## config.mk

```make
export PLATFORM = sky130hd
export DESIGN_NAME = pattern_sequencer
export DESIGN_NICKNAME = d
export VERILOG_FILES = /design/src/rtl/pattern_sequencer.sv
export SDC_FILE = /design/constraint.sdc
export NUM_CORES = 1
export LEC_CHECK = 0
export CORE_MARGIN = 3
export CORE_UTILIZATION = 31
export CTS_BUF_LIST = sky130_fd_sc_hd__clkbuf_8
export CTS_CLUSTER_SIZE = 24
export DETAILED_ROUTE_END_ITERATION = 7
export GPL_TIMING_DRIVEN = 0
export REMOVE_ABC_BUFFERS = 1
export SLEW_MARGIN = 25
export SYNTH_ARGS = -nofsm -noshare
export SYNTH_HDL_FRONTEND = slang
export SYNTH_SLANG_ARGS = --single-unit
```

## constraint.sdc

```tcl
create_clock -name clk -period 2.2 [get_ports clk]
set_clock_uncertainty 0.1 [all_clocks]
set_input_delay 0.44 -clock clk [delete_from_list [all_inputs] [get_ports clk]]
set_output_delay 0.44 -clock clk [all_outputs]
set_load 0.05 [all_outputs]
```

## src/rtl/pattern_sequencer.sv

```systemverilog
// pattern_sequencer: programmable-rate step generator that advances a 5-bit
// LFSR or one-hot chaser pattern and drives it to the LEDs with 4-level PWM
// brightness, a tick pulse, a wrap pulse and a heartbeat.
//
// io_in : [0] enable, [1] mode (0 LFSR / 1 chaser), [2] chaser dir (0 left /
//         1 right), [4:3] rate, [5] single-step, [7:6] brightness
// io_out: [4:0] gated pattern, [5] tick, [6] wrap, [7] heartbeat
//
// DIV_LOG2 is log2 of the slowest tick period and is meant to lie in 7..20.
// SEED must be non-zero and one-hot so the chaser always shows a single LED.
module pattern_sequencer #(
    parameter int          DIV_LOG2 = 12,
    parameter logic [4:0]  SEED     = 5'b00001
) (
    input  logic       clk,
    input  logic       reset,
    input  logic [7:0] io_in,
    output logic [7:0] io_out
);

    typedef enum logic {
        MODE_LFSR   = 1'b0,
        MODE_CHASER = 1'b1
    } mode_e;

    localparam logic [DIV_LOG2-1:0] CNT_ONES = '1;
    localparam logic [DIV_LOG2-1:0] CNT_ONE  = DIV_LOG2'(1);

    // Two-flop synchronizer for the asynchronous user inputs.
    logic [7:0] sync1;
    logic [7:0] sync2;

    // Registered state.
    logic [DIV_LOG2-1:0] cnt;
    logic [4:0]          p;
    logic [1:0]          w;
    logic                hb;
    logic                step_q;
    mode_e               mode_q;

    // Decoded synced controls.
    logic                en;
    mode_e               mode;
    logic                dir;
    logic [1:0]          rate;
    logic                step;
    logic [1:0]          bright;

    // Next-state values.
    logic [DIV_LOG2-1:0] limit;
    logic                mode_chg;
    logic                due;
    logic                step_tick;
    logic                tick;
    logic                wrap;
    logic                on;
    logic [4:0]          shifted;
    logic [4:0]          p_next;
    logic [DIV_LOG2-1:0] cnt_next;
    logic                hb_next;

    assign en     = sync2[0];
    assign mode   = mode_e'(sync2[1]);
    assign dir    = sync2[2];
    assign rate   = sync2[4:3];
    assign step   = sync2[5];
    assign bright = sync2[7:6];

    // Capture io_in through two flops before any logic looks at it.
    always_ff @(posedge clk) begin
        // NOTE: registers are written with <= so every flop samples the
        // pre-edge value of its source; = here would collapse sync1/sync2.
        if (reset) begin
            sync1 <= '0;
            sync2 <= '0;
        end else begin
            sync1 <= io_in;
            sync2 <= sync1;
        end
    end

    // Compute the tick decision, next pattern, next count and output fields.
    always_comb begin
        // NOTE: every output of this block gets a default first so no path
        // leaves a variable unassigned, which would otherwise infer a latch.
        limit     = CNT_ONES >> {rate, 1'b0};
        mode_chg  = (mode != mode_q);
        due       = en && (cnt >= limit);
        step_tick = !en && step && !step_q;
        tick      = !mode_chg && (due || step_tick);
        on        = (w <= bright);

        shifted = {p[3:0], p[4] ^ p[2]};
        if (mode == MODE_CHASER) begin
            shifted = dir ? {p[0], p[4:1]} : {p[3:0], p[4]};
        end

        p_next = p;
        if (mode_chg) begin
            p_next = SEED;
        end else if (tick) begin
            p_next = (p == 5'b00000) ? SEED : shifted;
        end

        cnt_next = cnt;
        if (mode_chg) begin
            cnt_next = '0;
        end else if (en) begin
            cnt_next = due ? '0 : cnt + CNT_ONE;
        end

        wrap    = tick && (p_next == SEED);
        hb_next = hb ^ tick;
    end

    // Update sequencer state and register every io_out bit.
    always_ff @(posedge clk) begin
        if (reset) begin
            cnt    <= '0;
            p      <= SEED;
            w      <= 2'd0;
            hb     <= 1'b0;
            step_q <= 1'b0;
            mode_q <= MODE_LFSR;
            io_out <= 8'h00;
        end else begin
            cnt    <= cnt_next;
            p      <= p_next;
            w      <= w + 2'd1;
            hb     <= hb_next;
            step_q <= step;
            mode_q <= mode;
            io_out <= {hb_next, wrap, tick, p_next & {5{on}}};
        end
    end

endmodule

```

==> qor.txt <==
H-tree levels -> 2
top cells by count, synth -> 45 x dfxtp_1, 22 x nor2_1, 20 x nor2b_1, 13 x nand4_1, 11 x nand2_1
global-route wire length before repair -> 5.416 mm
setup TNS -> 0 ns
sw power -> 0.3592 mW
Skew-Pair Late Insertion Delay -> 0.30 ns
worst-path maximum fanout -> 6
Chip Height -> 84.89 um
post-synth top area share -> 0.4669
Rel. slew slack -> 0.6564
clock tree buffer depth -> 2
reg2reg end -> io_out[0]
Least-Margin Pin Slew -> 0.5154 ns
launch point of the worst reg-to-reg path -> sync2[3]
power per cell area -> 649.2 nW/um^2
ys async rst share -> 0
fin crit period -> 2.069 ns
Starting Density -> 0.3221
hpwl dp -> 2.177 mm
VDD IR-drop max -> 399.9 uV
share of cells above drive strength 1 -> 0.1370
critical-path cell list -> or2_4 -> ha_4 -> a21oi_2 -> o21ai_4 -> a21oi_4 -> and2_4 -> mux2_2
largest net degree at the start of global routing -> 31
clock transition at the registers of the reported paths -> 0.09 ns
# fillers -> 613
vias in the first global route -> 1,169
All-Layer GR Usage -> 0.09437
DRT antenna net count -> 0
Synth Flop Type -> dfxtp_1
Die W -> 84.89 um
hold_sp -> sync1[1]
Setup WS pre-CTS -> -0.4793 ns
First-pass DRT Iterations -> 4
status -> finished clean
sink of the worst hold path -> sync2[1]
top post-synthesis cells by area -> dfxtp_1 47%, nor2b_1 6.5%, ha_1 4.5%
std cell rows -> 28
Hold Path Depth -> 1
Distinct cells, synth -> 42
Startpoint Class -> flip-flop
R2R setup slack -> 0.13 ns
CP top delay family -> simple AND/OR/NAND/NOR gates
Synth Warn # -> 0
I/O pin cnt -> 18
Root Driver -> clkbuf_8
final layout net count -> 235
Lkg Pwr -> 0.8801 nW
RePlAce Congestion -> 0.8176
cells after synthesis -> 198
Hold Slack -> 0.3375 ns
Vias/cell -> 4.673
DRC -> 0
number of clock sinks -> 45
RSZ-0062 raised after global routing -> no
Wirelength per Cell -> 10.97 um
maxcap violations -> 0
post-synthesis sequential area ratio -> 0.4669
DRT iter0 DRCs -> 57
IO Port Bufs -> 17
Gate power share -> 0.096
initial antenna violation count -> 0
Post-Route Utilization -> 0.3805
endpoints failing setup -> 0
synthesized cell area -> 1929 um^2
EDFF count, synth -> 0
Buffers & Inverters on Critical Path -> 0
Worst Path Required -> 2.28 ns
crit-path max cell delay -> 0.34 ns
CP Class -> flip-flop to flip-flop
Final Cycle Share -> 0.9406
core box area -> 5991 um^2
Multi-input gate area -> 979.7 um^2
cell taking the most area after synthesis -> dfxtp_1
DRT Wirelength -> 3.224 mm
CP Capture Type -> flip-flop
Slowest cell on crit path -> dfxtp_1
slack of the critical path -> 0.1306 ns
Area Growth Syn to Fin -> 18.16%
Pins Over Slew Limit -> 0
Mean Syn Cell Area -> 9.744 um^2
via count -> 1,374
Yosys reg bits -> 45
Die Footprint -> 7206 um^2
Hold Crit Class -> flip-flop to flip-flop
Int Pwr -> 1.121 mW
Final Hold Fails -> 0
crit path DAT -> 2.15 ns
sw frac -> 0.2427
sequential power share -> 0.579
FF+latch area -> 902.1 um^2
Clk network pwr share -> 0.325
path depth of the worst reg2reg path -> 7
CTS tree -> yes
Fmax achieved -> 483.2 MHz
Inserted Clock Buffers -> 5
# diodes -> 0
most frequent cell after synthesis -> dfxtp_1
total gr overflow -> 0
final cells by class:
type                    count  share of cell area
flip-flops and latches     45              0.3957
clock buffers               5             0.03019
multi-input cells         140              0.4297
well taps                  75             0.04116
inverters                   3            0.004940
repair buffers             23             0.09221
clock inverters             3            0.006037
power groups by stage:
stage / Sequential [mW] / Clock (mW) / Combinational [mW]
final: 0.857 / 0.481 / 0.142
after global routing: 0.861 / 0.547 / 0.159
after CTS: 0.857 / 0.506 / 0.138
after detailed placement: 0.876 / 0 / 0.137
after global placement: 0.875 / 0 / 0.136
after floorplan: 0.890 / 0 / 0.0714
repair_timing:
item,in CTS,in global routing
gates resized for setup,3,6
setup endpoints to repair,25,2
setup buffers,2,4
hold buffers,0,0
pin swaps,2,3
gates cloned,0,0
routing by layer:
metal  up-vias  share of wire  global-route usage
li1        715              -                   -
met5         -              0                   0
met3         8          0.046             0.03592
met2        35           0.39              0.1196
met4         0          0.025             0.05468
met1       616           0.53              0.1339
worst register-to-register path: stages, from the launching register on:
cell	delay, ns
dfxtp_1	0.34
or2_4	0.27
ha_4	0.22
a21oi_2	0.17
o21ai_4	0.10
a21oi_4	0.20
and2_4	0.21
mux2_2	0.34
cell families (layout without fill, tap and decap cells):
family	after synthesis	after routing	synth area share
AND/OR/NAND/NOR	89	89	0.2497
flip-flops	45	45	0.4669
AO/OA/AOI/OAI	22	22	0.07977
XOR/XNOR	14	14	0.06745
buffers and inverters	13	34	0.04669
multiplexers	8	8	0.04410
adder cells (fa/ha/maj)	7	7	0.04539
metrics by stage:
stage | total power [mW] | area (um^2) | std cells
after floorplan | 0.9618 | 1851 | 188
after global placement | 1.011 | 2115 | 280
after CTS | 1.501 | 2222 | 290
after detailed placement | 1.012 | 2115 | 280
final | 1.480 | 2280 | 294
after global routing | 1.567 | 2280 | 294
cell usage in the layout, fill, tap and decap left out, types with 2 or more instances in the layout:
cell / synthesis / layout
xor2_1: 9 / 9
nor2b_1: 20 / 20
nor2_1: 22 / 22
nor3_1: 4 / 4
mux2i_1: 4 / 4
a21oi_1: 4 / 2
ha_1: 7 / 6
nor3b_1: 2 / 2
clkbuf_8: 0 / 5
o31ai_1: 3 / 3
clkdlybuf4s50_1: 0 / 16
mux2_2: 3 / 3
nand3_1: 2 / 2
nand4_1: 13 / 13
and3_1: 3 / 3
inv_1: 3 / 4
xnor2_1: 4 / 4
nand2_1: 11 / 11
a21oi_2: 2 / 3
nand2b_1: 4 / 4
buf_4: 3 / 6
dfxtp_1: 45 / 44
clkinv_2: 0 / 2
o21ai_0: 4 / 4
sequential cells by signal, indices dropped and copies added, names as in the netlist:
| name | flops |
|---|---|
| io_out | 8 |
| sync1 | 8 |
| cnt | 12 |
| step_q | 1 |
| mode_q | 1 |
| w | 2 |
| sync2 | 8 |
| p | 5 |
how the worst max path moves through the flow:
| stage | startpoint | to | cells after the start |
|---|---|---|---|
| final | sync2[3] | io_out[0] | 7 |
| after detailed placement | reset | cnt[11] | 5 |
| after global routing | sync2[3] | io_out[0] | 7 |
| after floorplan | sync2[4] | io_out[0] | 7 |
| after global placement | reset | cnt[1] | 5 |
| after CTS | sync2[4] | io_out[0] | 7 |
(Power assumes the default switching activity.)
